## config.mk

```make
export PLATFORM = sky130hd
export DESIGN_NAME = mem_access_unit_flat
export DESIGN_NICKNAME = d
export VERILOG_FILES = /design/src/rtl/mem_access_unit_if.sv /design/src/rtl/mem_access_unit.sv /design/src/flat_wrapper.sv
export SDC_FILE = /design/constraint.sdc
export NUM_CORES = 1
export LEC_CHECK = 0
export ABC_AREA = 1
export BUFFER_PORTS_ARGS = -buffer_cell sky130_fd_sc_hd__buf_2
export CORE_ASPECT_RATIO = 1.2
export CORE_MARGIN = 1
export CORE_UTILIZATION = 53
export DETAILED_ROUTE_END_ITERATION = 10
export PLACE_DENSITY = 0.95
export SYNTH_ARGS = -nofsm -noshare
export SYNTH_HDL_FRONTEND = slang
export SYNTH_SLANG_ARGS = --single-unit
```

## constraint.sdc

```tcl
create_clock -name clk -period 4.5 [get_ports clk]
set_clock_uncertainty 0.15 [all_clocks]
set_input_delay 0.225 -clock clk [delete_from_list [all_inputs] [get_ports clk]]
set_output_delay 0.225 -clock clk [all_outputs]
set_load 0.005 [all_outputs]
```

## src/rtl/mem_access_unit_if.sv

```systemverilog
// Data-memory bus bundle: one request channel (valid/ready) and one response channel (rvalid, no backpressure).
// Master is the load/store engine; slave is the memory or interconnect.
interface mem_access_unit_if #(
   parameter int ADDRESS_WIDTH = 32,
   parameter int DATA_WIDTH    = 32
);
   logic                     bus_valid;
   logic                     bus_ready;
   logic                     bus_we;
   logic [ADDRESS_WIDTH-1:0] bus_addr;
   logic [DATA_WIDTH-1:0]    bus_wdata;
   logic [3:0]               bus_wstrb;
   logic                     bus_rvalid;
   logic [DATA_WIDTH-1:0]    bus_rdata;
   logic                     bus_rerr;

   modport master (
      output bus_valid, bus_we, bus_addr, bus_wdata, bus_wstrb,
      input  bus_ready, bus_rvalid, bus_rdata, bus_rerr
   );

   modport slave (
      input  bus_valid, bus_we, bus_addr, bus_wdata, bus_wstrb,
      output bus_ready, bus_rvalid, bus_rdata, bus_rerr
   );
endinterface

```

## src/rtl/mem_access_unit.sv

```systemverilog
// Memory-stage load/store engine: 3 stall cycles best case (IDLE, REQ, RESP), result in DONE; illegal/misaligned resolve in 1.
// Waits on bus_ready in REQ and bus_rvalid in RESP; every wait cycle extends stall_m.
module mem_access_unit #(
   parameter int ADDRESS_WIDTH = 32,
   parameter int DATA_WIDTH    = 32
) (
   input  logic                     clk,
   input  logic                     rst,
   input  logic                     mem_read_m,
   input  logic                     mem_write_m,
   input  logic [2:0]               funct3_m,
   input  logic [ADDRESS_WIDTH-1:0] alu_result_m,
   input  logic [DATA_WIDTH-1:0]    write_data_m,
   output logic [DATA_WIDTH-1:0]    read_data_m,
   output logic                     stall_m,
   output logic                     misaligned_m,
   output logic                     fault_m,
   mem_access_unit_if.master        bus
);
   typedef enum logic [1:0] {IDLE, REQ, RESP, DONE} state_e;

   state_e                   state_q, state_d;
   logic [ADDRESS_WIDTH-1:0] addr_q, addr_d;
   logic [2:0]               f3_q, f3_d;
   logic                     we_q, we_d;
   logic [DATA_WIDTH-1:0]    wdata_q, wdata_d;
   logic [3:0]               wstrb_q, wstrb_d;
   logic                     mis_q, mis_d;
   logic                     flt_q, flt_d;
   logic [DATA_WIDTH-1:0]    rdata_q, rdata_d;

   logic                     op, illegal, misal;
   logic [3:0]               strb_new;
   logic [DATA_WIDTH-1:0]    wdata_new, load_ext;
   logic [7:0]               ld_byte;
   logic [15:0]              ld_half;

   // Decode of the incoming request; only meaningful while IDLE.
   always_comb begin
      op      = mem_read_m | mem_write_m;
      illegal = (funct3_m == 3'b011) || (funct3_m == 3'b110) || (funct3_m == 3'b111)
                || (mem_read_m && mem_write_m);
      case (funct3_m[1:0])
         2'b01:   misal = alu_result_m[0];
         2'b10:   misal = |alu_result_m[1:0];
         default: misal = 1'b0;
      endcase
      case (funct3_m[1:0])
         2'b00: begin
            strb_new  = 4'b0001 << alu_result_m[1:0];
            wdata_new = {4{write_data_m[7:0]}};
         end
         2'b01: begin
            strb_new  = 4'b0011 << alu_result_m[1:0];
            wdata_new = {2{write_data_m[15:0]}};
         end
         default: begin
            strb_new  = 4'b1111;
            wdata_new = write_data_m;
         end
      endcase
   end

   // Lane select and extension of the returned word.
   always_comb begin
      case (addr_q[1:0])
         2'b00:   ld_byte = bus.bus_rdata[7:0];
         2'b01:   ld_byte = bus.bus_rdata[15:8];
         2'b10:   ld_byte = bus.bus_rdata[23:16];
         default: ld_byte = bus.bus_rdata[31:24];
      endcase
      ld_half = addr_q[1] ? bus.bus_rdata[31:16] : bus.bus_rdata[15:0];
      case (f3_q)
         3'b000:  load_ext = {{24{ld_byte[7]}}, ld_byte};
         3'b001:  load_ext = {{16{ld_half[15]}}, ld_half};
         3'b100:  load_ext = {24'd0, ld_byte};
         3'b101:  load_ext = {16'd0, ld_half};
         default: load_ext = bus.bus_rdata;
      endcase
   end

   always_comb begin
      state_d      = state_q;
      addr_d       = addr_q;
      f3_d         = f3_q;
      we_d         = we_q;
      wdata_d      = wdata_q;
      wstrb_d      = wstrb_q;
      mis_d        = mis_q;
      flt_d        = flt_q;
      rdata_d      = rdata_q;
      stall_m      = 1'b0;
      misaligned_m = 1'b0;
      fault_m      = 1'b0;
      bus.bus_valid = 1'b0;
      case (state_q)
         IDLE: begin
            stall_m = op;
            if (op) begin
               addr_d  = alu_result_m;
               f3_d    = funct3_m;
               we_d    = mem_write_m;
               wstrb_d = mem_write_m ? strb_new : 4'b0000;
               wdata_d = mem_write_m ? wdata_new : '0;
               flt_d   = illegal;
               mis_d   = !illegal && misal;
               if (illegal || misal) begin
                  rdata_d = '0;
                  state_d = DONE;
               end else begin
                  state_d = REQ;
               end
            end
         end
         REQ: begin
            bus.bus_valid = 1'b1;
            stall_m       = 1'b1;
            if (bus.bus_ready) state_d = RESP;
         end
         RESP: begin
            stall_m = 1'b1;
            if (bus.bus_rvalid) begin
               flt_d   = bus.bus_rerr;
               rdata_d = (we_q || bus.bus_rerr) ? '0 : load_ext;
               state_d = DONE;
            end
         end
         default: begin
            misaligned_m = mis_q;
            fault_m      = flt_q;
            mis_d        = 1'b0;
            flt_d        = 1'b0;
            state_d      = IDLE;
         end
      endcase
   end

   always_ff @(posedge clk) begin
      if (rst) begin
         state_q <= IDLE;
         addr_q  <= '0;
         f3_q    <= '0;
         we_q    <= 1'b0;
         wdata_q <= '0;
         wstrb_q <= '0;
         mis_q   <= 1'b0;
         flt_q   <= 1'b0;
         rdata_q <= '0;
      end else begin
         state_q <= state_d;
         addr_q  <= addr_d;
         f3_q    <= f3_d;
         we_q    <= we_d;
         wdata_q <= wdata_d;
         wstrb_q <= wstrb_d;
         mis_q   <= mis_d;
         flt_q   <= flt_d;
         rdata_q <= rdata_d;
      end
   end

   assign read_data_m   = rdata_q;
   assign bus.bus_we    = we_q;
   assign bus.bus_addr  = {addr_q[ADDRESS_WIDTH-1:2], 2'b00};
   assign bus.bus_wdata = wdata_q;
   assign bus.bus_wstrb = wstrb_q;
endmodule

```

## src/flat_wrapper.sv

```systemverilog
// flat-port wrapper written by rule: the top's interface ports become plain ports
module mem_access_unit_flat 
#(
   parameter int ADDRESS_WIDTH = 32,
   parameter int DATA_WIDTH    = 32
)
  (clk, rst, mem_read_m, mem_write_m, funct3_m, alu_result_m, write_data_m, read_data_m, stall_m, misaligned_m, fault_m, bus_bus_valid, bus_bus_we, bus_bus_addr, bus_bus_wdata, bus_bus_wstrb, bus_bus_ready, bus_bus_rvalid, bus_bus_rdata, bus_bus_rerr);
  mem_access_unit_if #(.ADDRESS_WIDTH(ADDRESS_WIDTH), .DATA_WIDTH(DATA_WIDTH)) bus_i ();
  input  logic clk;
  input  logic rst;
  input  logic mem_read_m;
  input  logic mem_write_m;
  input  logic [2:0] funct3_m;
  input  logic [ADDRESS_WIDTH-1:0] alu_result_m;
  input  logic [DATA_WIDTH-1:0] write_data_m;
  output logic [DATA_WIDTH-1:0] read_data_m;
  output logic stall_m;
  output logic misaligned_m;
  output logic fault_m;
  output wire logic [$bits(bus_i.bus_valid)-1:0] bus_bus_valid;
  output wire logic [$bits(bus_i.bus_we)-1:0] bus_bus_we;
  output wire logic [$bits(bus_i.bus_addr)-1:0] bus_bus_addr;
  output wire logic [$bits(bus_i.bus_wdata)-1:0] bus_bus_wdata;
  output wire logic [$bits(bus_i.bus_wstrb)-1:0] bus_bus_wstrb;
  input wire logic [$bits(bus_i.bus_ready)-1:0] bus_bus_ready;
  input wire logic [$bits(bus_i.bus_rvalid)-1:0] bus_bus_rvalid;
  input wire logic [$bits(bus_i.bus_rdata)-1:0] bus_bus_rdata;
  input wire logic [$bits(bus_i.bus_rerr)-1:0] bus_bus_rerr;
  assign bus_bus_valid = bus_i.bus_valid;
  assign bus_bus_we = bus_i.bus_we;
  assign bus_bus_addr = bus_i.bus_addr;
  assign bus_bus_wdata = bus_i.bus_wdata;
  assign bus_bus_wstrb = bus_i.bus_wstrb;
  assign bus_i.bus_ready = bus_bus_ready;
  assign bus_i.bus_rvalid = bus_bus_rvalid;
  assign bus_i.bus_rdata = bus_bus_rdata;
  assign bus_i.bus_rerr = bus_bus_rerr;
  mem_access_unit #(.ADDRESS_WIDTH(ADDRESS_WIDTH), .DATA_WIDTH(DATA_WIDTH)) u_core (.clk(clk), .rst(rst), .mem_read_m(mem_read_m), .mem_write_m(mem_write_m), .funct3_m(funct3_m), .alu_result_m(alu_result_m), .write_data_m(write_data_m), .read_data_m(read_data_m), .stall_m(stall_m), .misaligned_m(misaligned_m), .fault_m(fault_m), .bus(bus_i));
endmodule
```

## Word-level counts from Yosys, hierarchy flattened

Cells that the tools add are included.

| operators by class | value |
|---|---|
| shift-type cells | 2 |
| bitwise gates (word level) | 3 |
| reduce and logical (&&, ||, !) cells | 21 |
| equal/unequal tests | 16 |
| muxes and demuxes | 27 |

Operators with widths:

| cell | count |
|---|---|
| 32-bit two-way mux | 5 |
| 32-bit one-hot mux with 2 select lines | 2 |
| 32-bit one-hot mux with 4 select lines | 1 |
| 8-bit one-hot mux with 3 select lines | 1 |
| 16-bit two-way mux | 1 |
| 3-bit == test, second input constant | 4 |
| 2-bit two-way mux | 4 |
| 4-bit one-hot mux with 2 select lines | 1 |
| 2-bit by 1-bit == test with 1-bit output, second input constant | 3 |
| 2-bit == test, second input constant | 3 |
| 2-bit zero test | 3 |
| 1-bit two-way mux | 6 |
| 1-bit one-hot mux with 2 select lines | 3 |
| 2-bit one-hot mux with 3 select lines | 1 |
| 3-bit AND reduction | 2 |
| 1-bit logical OR | 5 |
| 4-bit two-way mux | 1 |
| 2-bit by 1-bit inequality test with 1-bit output, second input constant | 2 |
| 2-bit inequality test, second input constant | 2 |
| 2-bit AND reduction | 2 |
| 4-bit AND reduction | 1 |
| 2-bit OR reduction | 2 |
| 1-bit by 2-bit left shift with 4-bit output, first input constant | 1 |
| 2-bit by 2-bit left shift with 4-bit output, first input constant | 1 |
| other kinds (10) | 12 |

| storage, ports and cells | value |
|---|---|
| bits of input ports | 106 |
| bits in registers | 108 |

## Depth between registers and ports, before layout

Gate-level depths: netlist (run 1).

| depth | value |
|---|---|
| depth in word-level cells | 8 |
| depth in mapped cells | 13 |
| depth with buffers taken out | 11 |

## Worst setup path after synthesis (run 1)

Ideal clock, no wire load.

| path | value |
|---|---|
| path kind | input to register |
| start point | in funct3_m[1] |
| end point | reg u_core.rdata_q[25], in the netlist u_core.read_data_m[25] |
| slack | 2.577 ns |
| stages | 13 |
| data required time | 4.222 ns |
| arrival time | 1.646 ns |
| cells stage by stage | buf_2 -> clkinv_1 -> ha_1 -> inv_1 -> nor2_2 -> nand2_2 -> nand3_2 -> nand2_4 -> inv_2 -> buf_4 -> nor2_1 -> nor2_1 -> nor2_1 |

| between the ends | value |
|---|---|
| word-level cells in the longest chain between the ends | 7 |
| elaborated cells between the ends (all ways) | 12 |
| classes of those cells | eq/ne: 6; mux: 1; reduce/logical: 5 |

RTL lines:

| item | RTL line | RTL |
|---|---|---|
| from (decl) | flat_wrapper.sv:13 | `input logic [2:0] funct3_m;` |
| 3-bit by 2-bit == test with 1-bit output / 3-bit == test (equally long branches) | mem_access_unit.sv:41 | `illegal = (funct3_m == 3'b011) \|\| (funct3_m == 3'b110) \|\| (funct3_m == 3'b111)` |
| 1-bit logical OR (2 in a row) | mem_access_unit.sv:41 |  |
| 1-bit logical OR | mem_access_unit.sv:42 | `\|\| (mem_read_m && mem_write_m);` |
| 1-bit logical OR (*) | mem_access_unit.sv:107 | `if (illegal \|\| misal) begin` |
| 2-bit by 1-bit inequality test with 1-bit output (no line) (*) | n/a |  |
| 4-bit AND reduction (no line) (*) | n/a |  |
| to (signal assigned) | mem_access_unit.sv:158 | `rdata_q <= rdata_d;` |
| to (decl) | mem_access_unit.sv:30 | `logic [DATA_WIDTH-1:0] rdata_q, rdata_d;` |

Every way passes the cells marked *; elsewhere a longest branch is shown, timed or not.
A chain may end at the register's enable or synchronous reset.

## Final worst setup path (run 1)

| path | value |
|---|---|
| start point | reg u_core.state_q[0] |
| end point | out stall_m |

| between the ends | value |
|---|---|
| word-level cells in the longest chain between the ends | 3 |
| elaborated cells between the ends (all ways) | 5 |
| classes of those cells | eq/ne: 2; mux: 1; reduce/logical: 2 |

RTL lines:

| item | RTL line | RTL |
|---|---|---|
| from (decl) | mem_access_unit.sv:22 | `state_e state_q, state_d;` |
| from (signal assigned) | mem_access_unit.sv:150 | `state_q <= state_d;` |
| 2-bit by 1-bit == test with 1-bit output / 2-bit == test (equally long branches) | mem_access_unit.sv:96 | `case (state_q)` |
| 2-bit OR reduction (no line) | n/a |  |
| 1-bit one-hot mux with 2 select lines (*) | mem_access_unit.sv:96 |  |
| to (decl) | flat_wrapper.sv:17 | `output logic stall_m;` |

Marked as above.

==> metrics.txt, run 1 <==
min Tclk post-route=2.822 ns; CP required=4.12 ns; vias in the first global route=5,271; Hold Buf Count CTS=31; Tcrit/Tclk final=0.6270; Synth Warn #=0; Rows=40; clock-pin slew on the worst setup and hold paths=0.08 ns; initial antenna violation count=0; grt total ovfl=0; Via Count=5,616; Peak Freq=0.3544 GHz; RSZ-0062 raised after global routing=no; Clock Sinks=108; total power=3.771 mW; R2R Setup Slk=1.91 ns; share of the yosys chip area belonging to registers=0.3990; PD cells=556.9 nW/um^2; Cell variety after synth=37; post-DR vias/cell=5.249; height of the die=112.8 microns; post_cts resized=0; final setup vio count=0; R2R depth=6; CP Data Arrival Time=2.45 ns; P&R area growth vs syn=24.96%; Longest Clk Path Bufs=2; hold_sp=write_data_m[0]; Worst Setup Start Kind=register; crit-path cells=inv_1 > ha_1 > nand2_2 > buf_4 > a21oi_1 > buf_2; Post-DP HPWL=10.26 mm; CP max stage delay=0.49 ns; share of cells above drive strength 1=0.2722; Final #Nets=1,054; first-pass GRT wire length=23.94 mm; crit end category=output port; DIE AREA=10,630 sq um; hold violation total from the final report=0; initial core utilization=0.5441; GRT Resource Usage Total=0.2855; Residual DRC=0; critical path peak fanout=42; syn avg cell area=7.111 sq um; Peak supply drop=0.0002705 V; worst hold path depth=3; drt pass-1 iters=7; Avg WL per Cell=14.07 microns; CTS Buf Count=9; core area=9960 sq um; clk_lat worst skew=0.35 ns; Horiz. Die Dim=94.31 microns; largest net degree at the start of global routing=59; GRT met2 Usage=0.4643; H-tree depth=3; Hold Crit Class=input pin to register; Seq cells post-synth=108; P_leak=3.222 nW; initial detailed-routing violation count=410; RePlAce Congestion=0.8933; Post-synth EDFFs=0; Crit-path slowest cell=nand2_2; Root Buffer=clkbuf_16; number of setup buffers added after CTS=0; # diodes=0; Hold Path Sink=u_core.bus.bus_wdata[0]; port bufs=208; M3 GR Usage=0.06116; Ports=211; Syn Inst Count=762; GR peak layer=met2; fillers=782; DRT antenna net count=0; Post-Route WL=15.05 mm; Setup Crit Path Kind=register to output port; RR Startpoint=u_core.state_q[1]; final slew viol count=0; Reg2Reg Capture Point=u_core.addr_q[25]; Post-synth ARST share=0; cell area after synthesis=5419 sq um; Max Cap Viol=0; CTS tree=built; met1 usage=0.3302; status=finished, final reports clean; Synth Flop Type=dfxtp_1; Slew headroom=0.3398; Worst-Margin Slew=0.9892 ns; Setup TNS=0 ns
how the worst max path moves through the flow:
stage	endpoint	from	slack [ns]	cells after the start
2_1_floorplan	u_core.read_data_m[25]	funct3_m[1]	2.58	13
3_3_place_gp	u_core.read_data_m[18]	funct3_m[1]	1.88	11
3_5_place_dp	u_core.read_data_m[2]	funct3_m[1]	1.74	11
4_1_cts	stall_m	u_core.state_q[0]	1.69	6
5_1_grt	stall_m	u_core.state_q[0]	1.47	6
6_report	stall_m	u_core.state_q[0]	1.68	6
cell type report:
cell class	instances	area [sq um]	area share
sequential	108	2162	0.3193
clock buffer	9	225.2	0.03326
timing repair buffer	242	1374	0.2029
tap	126	157.7	0.02328
clock inverter	7	82.58	0.01220
inverter	43	163.9	0.02421
multi-input combinational	535	2606	0.3849
layout by cell type (no fill, tap or decap), types with 10 or more instances in the layout:
cell | Yosys | routed
inv_1 | 35 | 35
a21oi_1 | 57 | 57
o211ai_1 | 25 | 25
dlygate4sd3_1 | 0 | 31
nor3_1 | 11 | 11
nand3_1 | 10 | 10
nand2_1 | 154 | 153
o21ai_0 | 72 | 72
buf_2 | 15 | 208
dfxtp_1 | 108 | 108
nor2_1 | 138 | 138
kinds of logic (layout without fill, tap and decap cells):
| group | count (synthesis) | count (layout) | share of synthesized area |
|---|---|---|---|
| adders and majority gates | 9 | 9 | 0.02078 |
| DFF | 108 | 108 | 0.3990 |
| other | 1 | 2 | 0.0006920 |
| and+or+nand+nor | 353 | 353 | 0.2828 |
| AOI/OAI and AO/OA | 171 | 171 | 0.1755 |
| buffers and inverters | 120 | 301 | 0.1212 |
Yosys cell counts, types with 2 or more instances:
| library cell | count | area share |
|---|---|---|
| buf_6 | 6 | 0.012 |
| a21oi_1 | 57 | 0.053 |
| nor2_2 | 3 | 0.0035 |
| or2_1 | 9 | 0.010 |
| nor3_2 | 3 | 0.0055 |
| nand4_1 | 9 | 0.010 |
| ha_1 | 9 | 0.021 |
| nand2_2 | 4 | 0.0046 |
| nand3_1 | 10 | 0.0092 |
| clkbuf_1 | 17 | 0.012 |
| o21ai_0 | 72 | 0.066 |
| o211ai_1 | 25 | 0.035 |
| nor2_4 | 2 | 0.0042 |
| nor2_1 | 138 | 0.096 |
| nand2_4 | 2 | 0.0042 |
| dfxtp_1 | 108 | 0.40 |
| inv_1 | 35 | 0.024 |
| o21ai_1 | 5 | 0.0046 |
| nand3_2 | 4 | 0.0074 |
| buf_4 | 37 | 0.051 |
| inv_2 | 5 | 0.0035 |
| nor3_1 | 11 | 0.010 |
| buf_2 | 15 | 0.014 |
| o21a_1 | 8 | 0.011 |
| nand3_4 | 2 | 0.0065 |
| nand2_1 | 154 | 0.11 |
| clkinv_1 | 2 | 0.0014 |
critical path: cells and delay by family, from the launching register on:
family,cells,cell delay (ns)
buf+inv,3,0.73
flops,1,0.41
compound gates,1,0.15
fa+ha+maj,1,0.31
simple gates,1,0.49
per-layer routing:
| layer | wire length, microns | vias to the layer above |
|---|---|---|
| met4 | 783 | 0 |
| met5 | 0 | - |
| met2 | 7361 | 247 |
| met1 | 5846 | 2508 |
| li1 | - | 2795 |
| met3 | 1062 | 66 |
report_power, final:
part	switching, mW	internal, mW	leakage (nW)
logic	0.989	0.568	2.19
registers	0.176	1.22	0.887
clock network	0.379	0.441	0.145
state kept, by name (all words and copies together), names as in the netlist:
signal	count
u_core.f3_q	3
u_core.bus.bus_we	1
u_core.read_data_m	32
u_core.flt_q	1
u_core.bus.bus_wstrb	4
u_core.bus.bus_wdata	32
u_core.mis_q	1
u_core.state_q	2
u_core.addr_q	32
metrics by stage:
step / worst slack (ns) / cells / hold slack [ns] / area (sq um) / util
floorplan: 2.577 / 763 / 0.2240 / 5423 / -
global placement: 1.876 / 1023 / 0.2956 / 6153 / 0.6178
detailed placement: 1.743 / 1023 / 0.3021 / 6153 / 0.6178
CTS: 1.694 / 1070 / 0.0004448 / 6771 / 0.6799
global route: 1.474 / 1070 / 0.02907 / 6771 / 0.6799
finish: 1.678 / 1070 / 0.01040 / 6771 / 0.6799
Power figures use the tool's default switching activity.
==> run 2, diff against run 1 <==
CORE_UTILIZATION = 44   (was 53)
PLACE_DENSITY = 0.85   (was 0.95)
clock period = 2.5 ns   (was 4.5 ns; I/O delays follow)
==> run 2 against run 1 <==
Against the previous run:
- the run now ends with DRC left
- register-to-register slack got worse by 1.7 ns
- utilization down 7.1 points
- cell count rose by 8.2%
- sequential power is 77% higher
- die area grew 20%
- clock power rose by 77%
- total power grew 85%
- sequential share of layout area down 2.5 points
- setup slack got worse by 1.5 ns
- worst hold slack better by 0.012 ns
- flip-flop and latch count did not move
- critical path type unchanged
- critical endpoint unchanged
==> metrics.txt, run 2 (synthesis results as in run 1) <==
status=finished with violations; failing checks=DRC; GRT Resource Usage Total=0.2496 (-0.03581); worst hold path depth=3 (unchanged); Avg WL per Cell=14.36 microns (+2.1%); Reg area=2162 sq um (unchanged); Via Count=5,916 (+5.3%); most common cell after layout, fill and taps aside=buf_2; port bufs=208 (unchanged); clk_lat worst skew=0.34 ns (about the same); Setup TNS=0 ns (unchanged); most frequent cells in the layout=208 x buf_2, 153 x nand2_1, 138 x nor2_1, 108 x dfxtp_1, 75 x dlygate4sd3_1; fillers=1,039 (+33%); post-DR vias/cell=5.109 (-2.7%); crit end category=output port; Final #Nets=1,106 (+4.9%); Root Buffer=clkbuf_16; Residual DRC=2 (+2); final instance area=7337 sq um (+8.4%); area of the multi-input gates=2606 sq um (unchanged); R2R depth=9 (+3); Hold Crit Class=input pin to register; CTS Buf Count=9 (unchanged); post_cts resized=0 (unchanged); Ports=211 (unchanged); RSZ-0062 raised after global routing=no; worst slack, placed=0.1284 ns (-1.615 ns); Worst Setup Start Kind=register; Setup Crit Path Kind=register to output port; P_leak=3.450 nW (+7.1%); drt pass-1 iters=9 (+2); Rows=44 (+10%); initial core utilization=0.4495 (-0.09464); CTS tree=built; vias in the first global route=5,389 (+2.2%); share of cells above drive strength 1=0.2653 (-0.006919); Horiz. Die Dim=103.3 microns (+9.5%); Max Cap Viol=0 (unchanged); Tcrit/Tclk final=0.9160; initial detailed-routing violation count=469 (+14%); H-tree depth=3 (unchanged); Hold Buf Count CTS=75 (+140%); clock-pin slew on the worst setup and hold paths=0.07 ns (about the same); Clock Sinks=108 (unchanged); CP required=2.23 ns (-1.89 ns); Reg2Reg Capture Point=u_core.read_data_m[22]; Worst-Margin Slew=0.6092 ns (-0.3800 ns); R2R Setup Slk=0.24 ns (-1.67 ns); CP Data Arrival Time=2.01 ns (-0.44 ns); DRT antenna net count=0 (unchanged); Hold Path Sink=u_core.f3_q[0]; Longest Clk Path Bufs=2 (unchanged); grt total ovfl=0 (unchanged); critical path peak fanout=66 (+57%); RePlAce Congestion=0.8960 (+0.30%); final setup vio count=0 (unchanged); min Tclk post-route=2.290 ns; final slew viol count=0 (unchanged); largest net degree at the start of global routing=67 (+14%); hold_sp=funct3_m[0]; core area=12,060 sq um (+21%); Area after DPL=6282 sq um (+2.1%); P&R area growth vs syn=35.40%; Post-Route WL=16.63 mm (+10%); initial antenna violation count=2 (+2); first-pass GRT wire length=25.01 mm (+4.5%); Post-DP HPWL=10.41 mm (+1.5%); post-layout util=0.6086 (-0.07135); number of setup buffers added after CTS=0 (unchanged); Peak supply drop=0.0005382 V (+99%); Peak Freq=0.4367 GHz; PD cells=948.6 nW/um^2 (+70%); height of the die=123.6 microns (+9.6%); DIE AREA=12,770 sq um (+20%); worst setup margin=0.2100 ns (-1.468 ns); hold violation total from the final report=0 (unchanged); RR Startpoint=u_core.state_q[0]; Slew headroom=0.5939 (+0.2541)
run 2: cell types whose count changed in the layout (fill, tap and decap cells not counted), sizes merged:
cell	change
clkinv	+1
inv	-2
dlygate4sd3	+44
diode	+2
buf	+8
run 2: worst max-delay path by stage:
stage	start	end	slack, ns	cells after the start
after floorplan	funct3_m[1]	u_core.read_data_m[25]	0.68	13
after global placement	funct3_m[1]	u_core.read_data_m[30]	0.19	12
after detailed placement	funct3_m[1]	u_core.read_data_m[28]	0.13	12
after CTS	u_core.state_q[0]	stall_m	0.19	6
after global routing	u_core.state_q[0]	u_core.read_data_m[22]	0.003	9
final	u_core.state_q[0]	stall_m	0.21	6
run 2: per-stage QoR:
stage	total power, mW	hold WS (ns)	std cells
6_report	6.960	0.02229	1158
5_1_grt	7.467	0.06569	1157
4_1_cts	6.909	0.002018	1156
3_5_place_dp	5.366	0.2333	1066
3_3_place_gp	5.295	0.2234	1066
2_1_floorplan	4.705	0.1240	763
run 2: layer usage:
layer | track usage | part of all wire
met1 | 0.2837 | 0.39
met2 | 0.4429 | 0.51
met3 | 0.04545 | 0.065
met4 | 0.1276 | 0.037
met5 | 0 | 0
run 2: area by class of cell:
| type | instances | area share |
|---|---|---|
| antenna | 2 | 0.0006821 |
| clock buffer | 9 | 0.03070 |
| clock inverter | 6 | 0.01006 |
| inverter | 43 | 0.02234 |
| multi-input combinational | 535 | 0.3552 |
| sequential | 108 | 0.2947 |
| tap | 161 | 0.02746 |
| timing repair buffer | 294 | 0.2589 |
run 2: worst max-delay path, cell delays in order (launching register included):
cell and delay (ns):
dfxtp_1 0.41, inv_1 0.09, ha_1 0.31, nand2_2 0.26
buf_12 0.29, a21oi_1 0.12, buf_2 0.15
run 2: where the power goes:
group | total (mW) | switching, mW | internal, mW | leakage [nW]
clock | 1.45 | 0.664 | 0.783 | 0.140
combinational | 3.05 | 1.89 | 1.15 | 2.42
sequential | 2.46 | 0.273 | 2.19 | 0.887
total | 6.96 | 2.83 | 4.13 | 3.45
==> run 3, diff against run 2 <==
CELL_PAD_IN_SITES_DETAIL_PLACEMENT = 0   (was default)
CELL_PAD_IN_SITES_GLOBAL_PLACEMENT = 1   (was default)
CORE_UTILIZATION = 31   (was 44)
PLACE_DENSITY = 0.86   (was 0.85)
==> run 3 against run 2 <==
Against the previous run:
- the run now ends clean
- non-clock buffer count up 3
- routed wire length down 1.4%
- die area up 41%
- total power down 1.5%
- register-to-register slack better by 0.16 ns
- largest cell class unchanged
==> metrics.txt, run 3 (synthesis results as in run 1) <==
final slew viol count=0 (unchanged); largest net degree at the start of global routing=79 (+18%); Ports=211 (unchanged); R2R Setup Slk=0.40 ns (+0.16 ns); height of the die=146.8 microns (+19%); critical path peak fanout=78 (+18%); Peak Freq=0.4664 GHz (+6.8%); Post-Route WL=16.40 mm (-1.4%); Residual DRC=0 (-2); CP required=2.23 ns (about the same); worst setup path startpoint=u_core.state_q[0]; hold_sp=rst; CTS tree=built; DIE AREA=18,020 sq um (+41%); Non-Filler Instances=1,220 (+5.4%); port bufs=208 (unchanged); H-tree depth=3 (unchanged); Max Cap Viol=0 (unchanged); P_leak=3.456 nW (+0.16%); P&R area growth vs syn=37.13%; post-DR vias/cell=4.630 (-9.4%); worst hold path depth=2 (-1); Final #Nets=1,109 (+0.27%); crit end category=output port; Slew headroom=0.3586 (-0.2353); clock-pin slew on the worst setup and hold paths=0.08 ns (about the same); core area=16,980 sq um (+41%); RePlAce Congestion=0.8427 (-5.9%); Via Count=5,648 (-4.5%); status=finished, final reports clean; Tcrit/Tclk final=0.8575 (-0.05845); DRT antenna net count=0 (unchanged); Setup Crit Path Kind=register to output port; Avg WL per Cell=13.44 microns (-6.4%); share of cells above drive strength 1=0.2653 (about the same); PD cells=922.4 nW/um^2 (-2.8%); Rows=52 (+18%); fillers=1,749 (+68%); Worst-Margin Slew=0.9611 ns (+0.3519 ns); most common cell after layout, fill and taps aside=buf_2; RSZ-0062 raised after global routing=no; drt pass-1 iters=4 (-5); CP Data Arrival Time=1.87 ns (-0.14 ns); R2R depth=10 (+1); final setup vio count=0 (unchanged); first-pass GRT wire length=26.32 mm (+5.2%); RR Startpoint=u_core.state_q[0]; vias in the first global route=5,410 (+0.39%); Clock Sinks=108 (unchanged); GRT Resource Usage Total=0.1861 (-0.06353); clk_lat worst skew=0.35 ns (about the same); Worst Setup Start Kind=register; most frequent cells in the layout=208 x buf_2, 153 x nand2_1, 138 x nor2_1, 108 x dfxtp_1, 77 x dlygate4sd3_1; Post-DP HPWL=11.19 mm (+7.5%); min Tclk post-route=2.144 ns (-0.1461 ns); Hold Path Sink=u_core.bus.bus_wstrb[3]; initial detailed-routing violation count=255 (-46%); grt total ovfl=0 (unchanged); CTS Buf Count=9 (unchanged); Inst Count DP=1,122 (+5.3%); Reg2Reg Capture Point=u_core.read_data_m[25]; Hold Crit Class=input pin to register; initial antenna violation count=6 (+4); initial core utilization=0.3191 (-0.1303); Horiz. Die Dim=122.7 microns (+19%); Root Buffer=clkbuf_16; Setup TNS=0 ns (unchanged); Longest Clk Path Bufs=2 (unchanged); hold violation total from the final report=0 (unchanged); Peak supply drop=0.0005998 V (+11%)
-- run 3: metrics by stage --
step / hold WS (ns) / area (sq um) / total power, mW / setup WS (ns) / utilization
2_1_floorplan: 0.1240 / 5423 / 4.705 / 0.6767 / -
5_1_grt: 0.04030 / 7431 / 7.458 / 0.1304 / 0.4376
3_5_place_dp: 0.2313 / 6346 / 5.381 / 0.1579 / 0.3737
3_3_place_gp: 0.2250 / 6346 / 5.373 / 0.2523 / 0.3737
6_report: 0.02685 / 7431 / 6.854 / 0.3561 / 0.4376
4_1_cts: 0.01934 / 7400 / 6.910 / 0.07531 / 0.4358
-- run 3: report_power, final --
| part | internal (mW) | leakage (nW) | switching, mW |
|---|---|---|---|
| combinational | 1.15 | 2.43 | 1.86 |
| clock | 0.698 | 0.136 | 0.704 |
| sequential | 2.19 | 0.887 | 0.250 |
-- run 3: worst max path at each step --
stage,to,slack (ns),cells past startpoint
2_1_floorplan,u_core.read_data_m[25],0.68,13
3_3_place_gp,u_core.read_data_m[20],0.25,11
3_5_place_dp,u_core.read_data_m[23],0.16,11
4_1_cts,u_core.read_data_m[22],0.08,12
5_1_grt,u_core.read_data_m[22],0.13,12
6_report,stall_m,0.36,6
-- run 3: routing by layer --
layer	GRT usage	wire length (microns)	part of all wire	vias to the layer above
met4	0.1055	670	0.041	2
met1	0.2103	6813	0.42	2538
met2	0.3191	8108	0.49	159
met3	0.03998	790	0.048	42
met5	0	13	0.00079	-
li1	-	-	-	2907
-- run 3: what timing repair did --
| action | 4_1_cts | 5_1_grt |
|---|---|---|
| resized for setup | 0 | 4 |
| setup endpoints to repair | 0 | 24 |
| hold buffers | 77 | 0 |
| buffers inserted | 0 | 0 |
| hold endpoints to repair | 78 | 0 |
-- run 3: layout make-up --
class | instances | area, sq um | area share
multi-input combinational | 535 | 2623 | 0.3529
antenna | 5 | 12.51 | 0.001684
clock buffer | 10 | 229.0 | 0.03081
sequential | 108 | 2162 | 0.2910
tap | 216 | 270.3 | 0.03637
inverter | 43 | 166.4 | 0.02239
timing repair buffer | 297 | 1914 | 0.2576
clock inverter | 6 | 53.80 | 0.007240
-- run 3: critical path: stages (launching register included) --
cell and delay [ns]:
dfxtp_1 0.41, inv_1 0.09, ha_1 0.32, nand2_2 0.14
buf_12 0.30, a21oi_1 0.11, buf_2 0.15
